--- config.mk ---
export PLATFORM = sky130hd
export DESIGN_NAME = knn_local_buf_loader
export DESIGN_NICKNAME = d
export VERILOG_FILES = /design/src/rtl/knn_buf_pkg.sv /design/src/rtl/knn_local_buf_loader.sv
export SDC_FILE = /design/constraint.sdc
export NUM_CORES = 1
export LEC_CHECK = 0
export CORE_AREA = 8 8 314 316
export CTS_BUF_LIST = sky130_fd_sc_hd__clkbuf_4 sky130_fd_sc_hd__clkbuf_8
export DETAILED_ROUTE_END_ITERATION = 12
export DIE_AREA = 0 0 322 324
export DONT_BUFFER_PORTS = 1
export GPL_ROUTABILITY_DRIVEN = 0
export SLEW_MARGIN = 10
export SYNTH_ARGS = -nofsm -noshare
export SYNTH_HDL_FRONTEND = slang
export SYNTH_SLANG_ARGS = --single-unit
export TNS_END_PERCENT = 10
--- constraint.sdc ---
create_clock -name clk -period 4.5 [get_ports clk]
set_input_delay 0.9 -clock clk [delete_from_list [all_inputs] [get_ports clk]]
set_output_delay 0.9 -clock clk [all_outputs]
set_load 0.05 [all_outputs]
--- src/rtl/knn_buf_pkg.sv ---
// knn_buf_pkg
//   Shared types and constants for the partialKnn local search-space buffer
//   (256b x 2048 URAM) and the stage that fills it.
//   Contents:
//     knn_state_e      loader FSM state {IDLE, RECV, HI, FIN}
//     KNN_BUF_WORD_W   buffer word width
//     KNN_BUF_DEPTH    buffer depth in words
//     KNN_BUF_AW       buffer address width
//     KNN_BEAT_W       upstream beat width (two buffer words)
//     KNN_CNT_W        width of word counts 0..KNN_BUF_DEPTH
package knn_buf_pkg;

    localparam int KNN_BUF_WORD_W = 256;
    localparam int KNN_BUF_DEPTH  = 2048;
    localparam int KNN_BUF_AW     = 11;
    localparam int KNN_BEAT_W     = 512;
    localparam int KNN_CNT_W      = 12;

    typedef enum logic [1:0] {
        IDLE = 2'd0,
        RECV = 2'd1,
        HI   = 2'd2,
        FIN  = 2'd3
    } knn_state_e;

endpackage

--- src/rtl/knn_local_buf_loader.sv ---
// knn_local_buf_loader
//   Fill stage for the partialKnn local search-space buffer. Accepts 512-bit
//   beats from the upstream reader, splits each into two 256-bit words
//   (low half first) and writes them to consecutive buffer addresses from 0.
//   A one-cycle done pulse tells the compute stage the buffer is loaded.
//
//   Optional feature: define KNN_LOADER_CHECKSUM_EN to add a checksum output
//   (XOR of every word written since the last start).
//
// Ports
//   clk            clock, rising edge
//   reset          synchronous, active-low
//   start          one-cycle pulse; latches num_words; honoured only from IDLE
//   num_words      words to write, 0..2048 (larger values clamp to 2048)
//   in_data        beat; low word = [DataWidth-1:0], high word above it
//   in_valid       beat valid
//   in_ready       beat ready (high only in RECV)
//   mem_address0   buffer write address (registered)
//   mem_ce0        buffer enable, equal to mem_we0 (registered)
//   mem_we0        buffer write enable (registered)
//   mem_d0         buffer write data (registered)
//   busy           high from the cycle after an accepted start through done
//   done           one-cycle completion pulse
//   words_written  words written since the last start; holds after done
//   checksum       (KNN_LOADER_CHECKSUM_EN only) XOR of written words
//   state_dbg      current FSM state, for debug and checkers
//
// Handshake: a beat transfers on a rising edge where in_valid && in_ready.
// Upstream must hold in_data stable while in_valid is high and the beat has
// not transferred; in_ready does not depend on in_valid.
//
// IN_WIDTH must equal 2*DataWidth.
module knn_local_buf_loader
    import knn_buf_pkg::*;
#(
    parameter int IN_WIDTH  = KNN_BEAT_W,
    parameter int DataWidth = KNN_BUF_WORD_W,
    parameter int AddrWidth = KNN_BUF_AW,
    parameter int AddrRange = KNN_BUF_DEPTH
) (
    input  logic                     clk,
    input  logic                     reset,
    input  logic                     start,
    input  logic [KNN_CNT_W-1:0]     num_words,
    input  logic [IN_WIDTH-1:0]      in_data,
    input  logic                     in_valid,
    output logic                     in_ready,
    output logic [AddrWidth-1:0]     mem_address0,
    output logic                     mem_ce0,
    output logic                     mem_we0,
    output logic [DataWidth-1:0]     mem_d0,
    output logic                     busy,
    output logic                     done,
    output logic [KNN_CNT_W-1:0]     words_written,
`ifdef KNN_LOADER_CHECKSUM_EN
    output logic [DataWidth-1:0]     checksum,
`endif
    output knn_state_e               state_dbg
);

    knn_state_e             state;
    knn_state_e             state_next;
    logic [KNN_CNT_W-1:0]   rem;
    logic [AddrWidth-1:0]   wr_ptr;
    logic [DataWidth-1:0]   hold;
    logic                   wr_en;
    logic [DataWidth-1:0]   wr_data;
    logic                   hs;
    logic                   start_acc;
    logic [KNN_CNT_W-1:0]   num_clamped;

    assign state_dbg = state;
    assign hs        = in_valid && in_ready;

    // done is registered, so while it is high the FSM is already back in
    // IDLE; gating on it drops a start that coincides with the done pulse.
    assign start_acc = start && (state == IDLE) && !done;

    assign num_clamped = (num_words > KNN_CNT_W'(AddrRange)) ?
                         KNN_CNT_W'(AddrRange) : num_words;

    // State register
    always_ff @(posedge clk) begin
        if (!reset) begin
            state <= IDLE;
        end else begin
            state <= state_next;
        end
    end

    // Next-state logic
    always_comb begin
        state_next = state;
        case (state)
            IDLE: begin
                if (start_acc) begin
                    state_next = (num_words == '0) ? FIN : RECV;
                end
            end
            RECV: begin
                // rem==1 means this beat's low word is the last one; the
                // upper half of an odd-count final beat is dropped.
                if (hs) begin
                    state_next = (rem == KNN_CNT_W'(1)) ? FIN : HI;
                end
            end
            HI: begin
                state_next = (rem == KNN_CNT_W'(1)) ? FIN : RECV;
            end
            FIN: begin
                state_next = IDLE;
            end
            default: begin
                state_next = IDLE;
            end
        endcase
    end

    // Output / write-intent logic
    always_comb begin
        in_ready = 1'b0;
        wr_en    = 1'b0;
        wr_data  = '0;
        case (state)
            RECV: begin
                in_ready = 1'b1;
                if (in_valid) begin
                    wr_en   = 1'b1;
                    wr_data = in_data[DataWidth-1:0];
                end
            end
            HI: begin
                wr_en   = 1'b1;
                wr_data = hold;
            end
            default: begin
            end
        endcase
    end

    // Datapath and registered outputs. Everything here lags the FSM by one
    // cycle, which is why done lands the cycle after FIN and directly after
    // the last mem_we0 cycle.
    always_ff @(posedge clk) begin
        if (!reset) begin
            mem_address0  <= '0;
            mem_ce0       <= 1'b0;
            mem_we0       <= 1'b0;
            mem_d0        <= '0;
            busy          <= 1'b0;
            done          <= 1'b0;
            words_written <= '0;
            rem           <= '0;
            wr_ptr        <= '0;
            hold          <= '0;
`ifdef KNN_LOADER_CHECKSUM_EN
            checksum      <= '0;
`endif
        end else begin
            mem_we0 <= wr_en;
            mem_ce0 <= wr_en;
            done    <= (state == FIN);
            busy    <= (state != IDLE) || start_acc;

            if (wr_en) begin
                mem_address0 <= wr_ptr;
                mem_d0       <= wr_data;
            end

            if (hs) begin
                hold <= in_data[2*DataWidth-1:DataWidth];
            end

            // start_acc only in IDLE, wr_en only in RECV/HI: never together.
            if (start_acc) begin
                rem           <= num_clamped;
                wr_ptr        <= '0;
                words_written <= '0;
`ifdef KNN_LOADER_CHECKSUM_EN
                checksum      <= '0;
`endif
            end else if (wr_en) begin
                rem           <= rem - KNN_CNT_W'(1);
                wr_ptr        <= wr_ptr + AddrWidth'(1);
                words_written <= words_written + KNN_CNT_W'(1);
`ifdef KNN_LOADER_CHECKSUM_EN
                checksum      <= checksum ^ wr_data;
`endif
            end
        end
    end

endmodule

==> summary.txt <==
Synth
  • Netlist cell types: 43
  • Syn nets: around 3100
  • Flops & latches, synth: 563
  • EDFF count, synth: 0
  • Post-synth ARST share: 0%
  • Top-count cell post-synth: dfxtp_1
  • Top FF cell, synth: dfxtp_1
  • Netlist area before placement: 21400 um2
  • Area leader, netlist: dfxtp_1
  • Top cell type's share of synthesized area: 52.6%
  • Ys Warns: 0
  • Register area share after synthesis: 52.6%
  • Area contributors post-synth: dfxtp_1 53%, a221oi_1 11%, nand2_1 9.7%
  • Cell count after synthesis: 2565
  • Synth top cells by count: 563 x dfxtp_1, 556 x nand2_1, 273 x nor2_1
  • Avg Synthesized Cell Area: around 8.3 um2

Floorplan
  • Die height: around 320 um
  • Row count: 113
  • Die Width: 322 um
  • Die ar.: 104000 um2
  • Initial Util: 22.8%
  • Core ar.: 93900 um2
  • Ports: 814

Clock network
  • Clock Root Buffer: clkbuf_8
  • CTS sink cnt: 563
  • Post-CTS Resized: 0
  • Hold Buf Count CTS: 0
  • H-tree lvl count: 3
  • Clk pin slew, worst setup/hold paths: roughly 0.060 ns
  • # Post-CTS Setup Buffers: 0
  • Clk_lat worst skew: around 0.72 ns
  • CTS tree: yes
  • Total CTS buffers: 97
  • CTS Buffer Depth: 3

Cells and area
  • Area of the multi-input gates: 9220 um2
  • Area growth syn-to-layout: 16.9%
  • Filler instances: 10300
  • Layout cell share with drive strength beyond 1: 9.82%
  • Nets: 3028
  • Register cell area after layout: ~11000 um2

Routing
  • Routed vias: 18900
  • DR pass1 iterations: 6
  • Post-DR wirelength/cell: 21.8 um
  • Total Routed Length: 83.6 mm
  • Initial DRC count: about 1600
  • Final ANT Viol Nets: 0
  • Via-to-Cell Ratio: 4.92
  • DRC Markers: 0

Power and ir drop
  • PD cells: 783 nW/um2
  • Total leakage power: roughly 0.0084 uW
  • VDD IR max: 0.347 mV

STA
  • # setup viols final: 0
  • Setup TNS: 0 ns
  • Fin. Hold Viols: 0
  • Tcrit/Tclk final: 67.4%
  • Worst-margin pin slew: 1.08 ns
  • RSZ-0062 raised after global routing: false
  • Rel. slew slack: 28.1%
  • Fmax: between 300 and 400 MHz
  • Count of pins over their slew limit: 0
  • Min Tclk post-route: around 3 ns
  • Final Worst Setup Slack: 1.47 ns
  • Worst Clk Skew: 0.0413 ns

GRT
  • Routing usage on met2: roughly a quarter
  • M3 GR Usage: 6.17%
  • Number of global-route vias before repair: between 15000 and 20000
  • Most congested layer reported by global routing: met2
  • Grt met1 use: 16.9%
  • Pin count of the biggest net entering global routing: 132
  • GRT Util Overall: 14.8%
  • First-pass GRT wire length: 119 mm
  • GRT overflow: 0
  • Initial antenna violation count: 7

Placement
  • Dpl ws: about 1.5 ns
  • IO buf count: 0
  • HPWL after DPL: 60.0 mm

Critical path
  • CP max FO: 71
  • Worst Setup Start Kind: flop
  • Max incr delay on CP: 0.70 ns
  • Req. time, crit path: 5.10 ns
  • Crit Path Category: reg2reg
  • Most Frequent Cell on Critical Path: buf_4
  • Crit-path slowest cell: dfxtp_1
  • Buf/Inv on CP: 4
  • Worst path top cell family by delay: buffers and inverters
  • Worst path arrival time: 3.64 ns
  • R2R setup slack: 1.47 ns
  • CP Cell Sequence: inv_1 -> ha_4 -> a21o_1 -> buf_4 -> nand2_4 -> buf_12 -> buf_4 -> a221oi_1 -> nor3b_1
  • Worst setup EP type: flop

Run
  • Maxcap violations: 0

Min path
  • Worst hold path type: in2reg

Status
  • Status: completed
## registers in the layout, indices dropped and copies added (netlist names)
signal	count
words_written	12
wr_ptr	11
hold	256
state_dbg	2
busy	1
mem_d0	256
mem_we0	1
mem_address0	11
rem	12
done	1
## stage by stage
| step | cell area, um2 | utilization, % | hold WS [ns] | cells | total power, uW |
|---|---|---|---|---|---|
| 6_report | 25000 | 26.7 | 0.305 | 3836 | 19600 |
| 5_1_grt | 25000 | 26.7 | 0.202 | 3834 | 20600 |
| 4_1_cts | 25000 | 26.7 | 0.196 | 3830 | 19800 |
| 3_5_place_dp | 22900 | 24.3 | 0.446 | 3657 | 14600 |
| 3_3_place_gp | 22900 | 24.3 | 0.442 | 3657 | 14500 |
| 2_1_floorplan | 21400 | - | 0.436 | 2565 | 13000 |
## kinds of logic (layout without fill, tap and decap cells)
group           count (synthesis)  count (layout)  share of synthesized area (%)
flops                         563             563                           52.6
simple gates                 1154            1154                           23.5
compound gates                566             566                           18.0
fa+ha+maj                       9               9                          0.526
buf+inv                       250             250                           4.44
mux                             1               1                         0.0467
other cells                     0               6                              0
xor+xnor                       22              22                          0.900
## cell usage in the layout (no fill, tap or decap), types with 12 or more instances in the layout
cell type,count
a21boi_0,12
a21oi_1,270
a221oi_1,257
buf_12,18
buf_4,51
clkbuf_4,31
clkbuf_8,123
dfxtp_1,563
nand2_1,554
nor2_1,273
nor3_1,184
nor3b_1,77
o21ai_0,16
## path summary, 6_finish.rpt
check,from,to,cells past startpoint
min reg2reg,hold[169],hold[169],2
max reg2reg,state_dbg[0],mem_d0[208],9
max,state_dbg[0],mem_d0[208],9
min,in_data[489],hold[233],2
## metal layers
layer / share of wire (%) / vias to the layer above
met2: 49 / 861
li1: - / 8887
met1: 37 / 8972
met3: 11 / 162
met5: 0 / -
met4: 3.1 / 0
## layout make-up
class                      count  share of cell area, %
clock inverter                19                  0.940
clock buffer                 154                   7.69
antenna                        6                 0.0600
tap                         1265                   6.32
inverter                       8                  0.150
timing repair buffer          69                   2.97
multi-input combinational   1752                   36.8
sequential                   563                   45.0
## report_power, final
part           internal (uW)  total [uW]  leakage [uW]  switching (uW)
Sequential              6230       10400       0.00457            4190
Combinational           1490        4050       0.00266            2570
Clock                   2910        5110       0.00114            2210
Note: power is estimated with default switching activity, not from simulation.
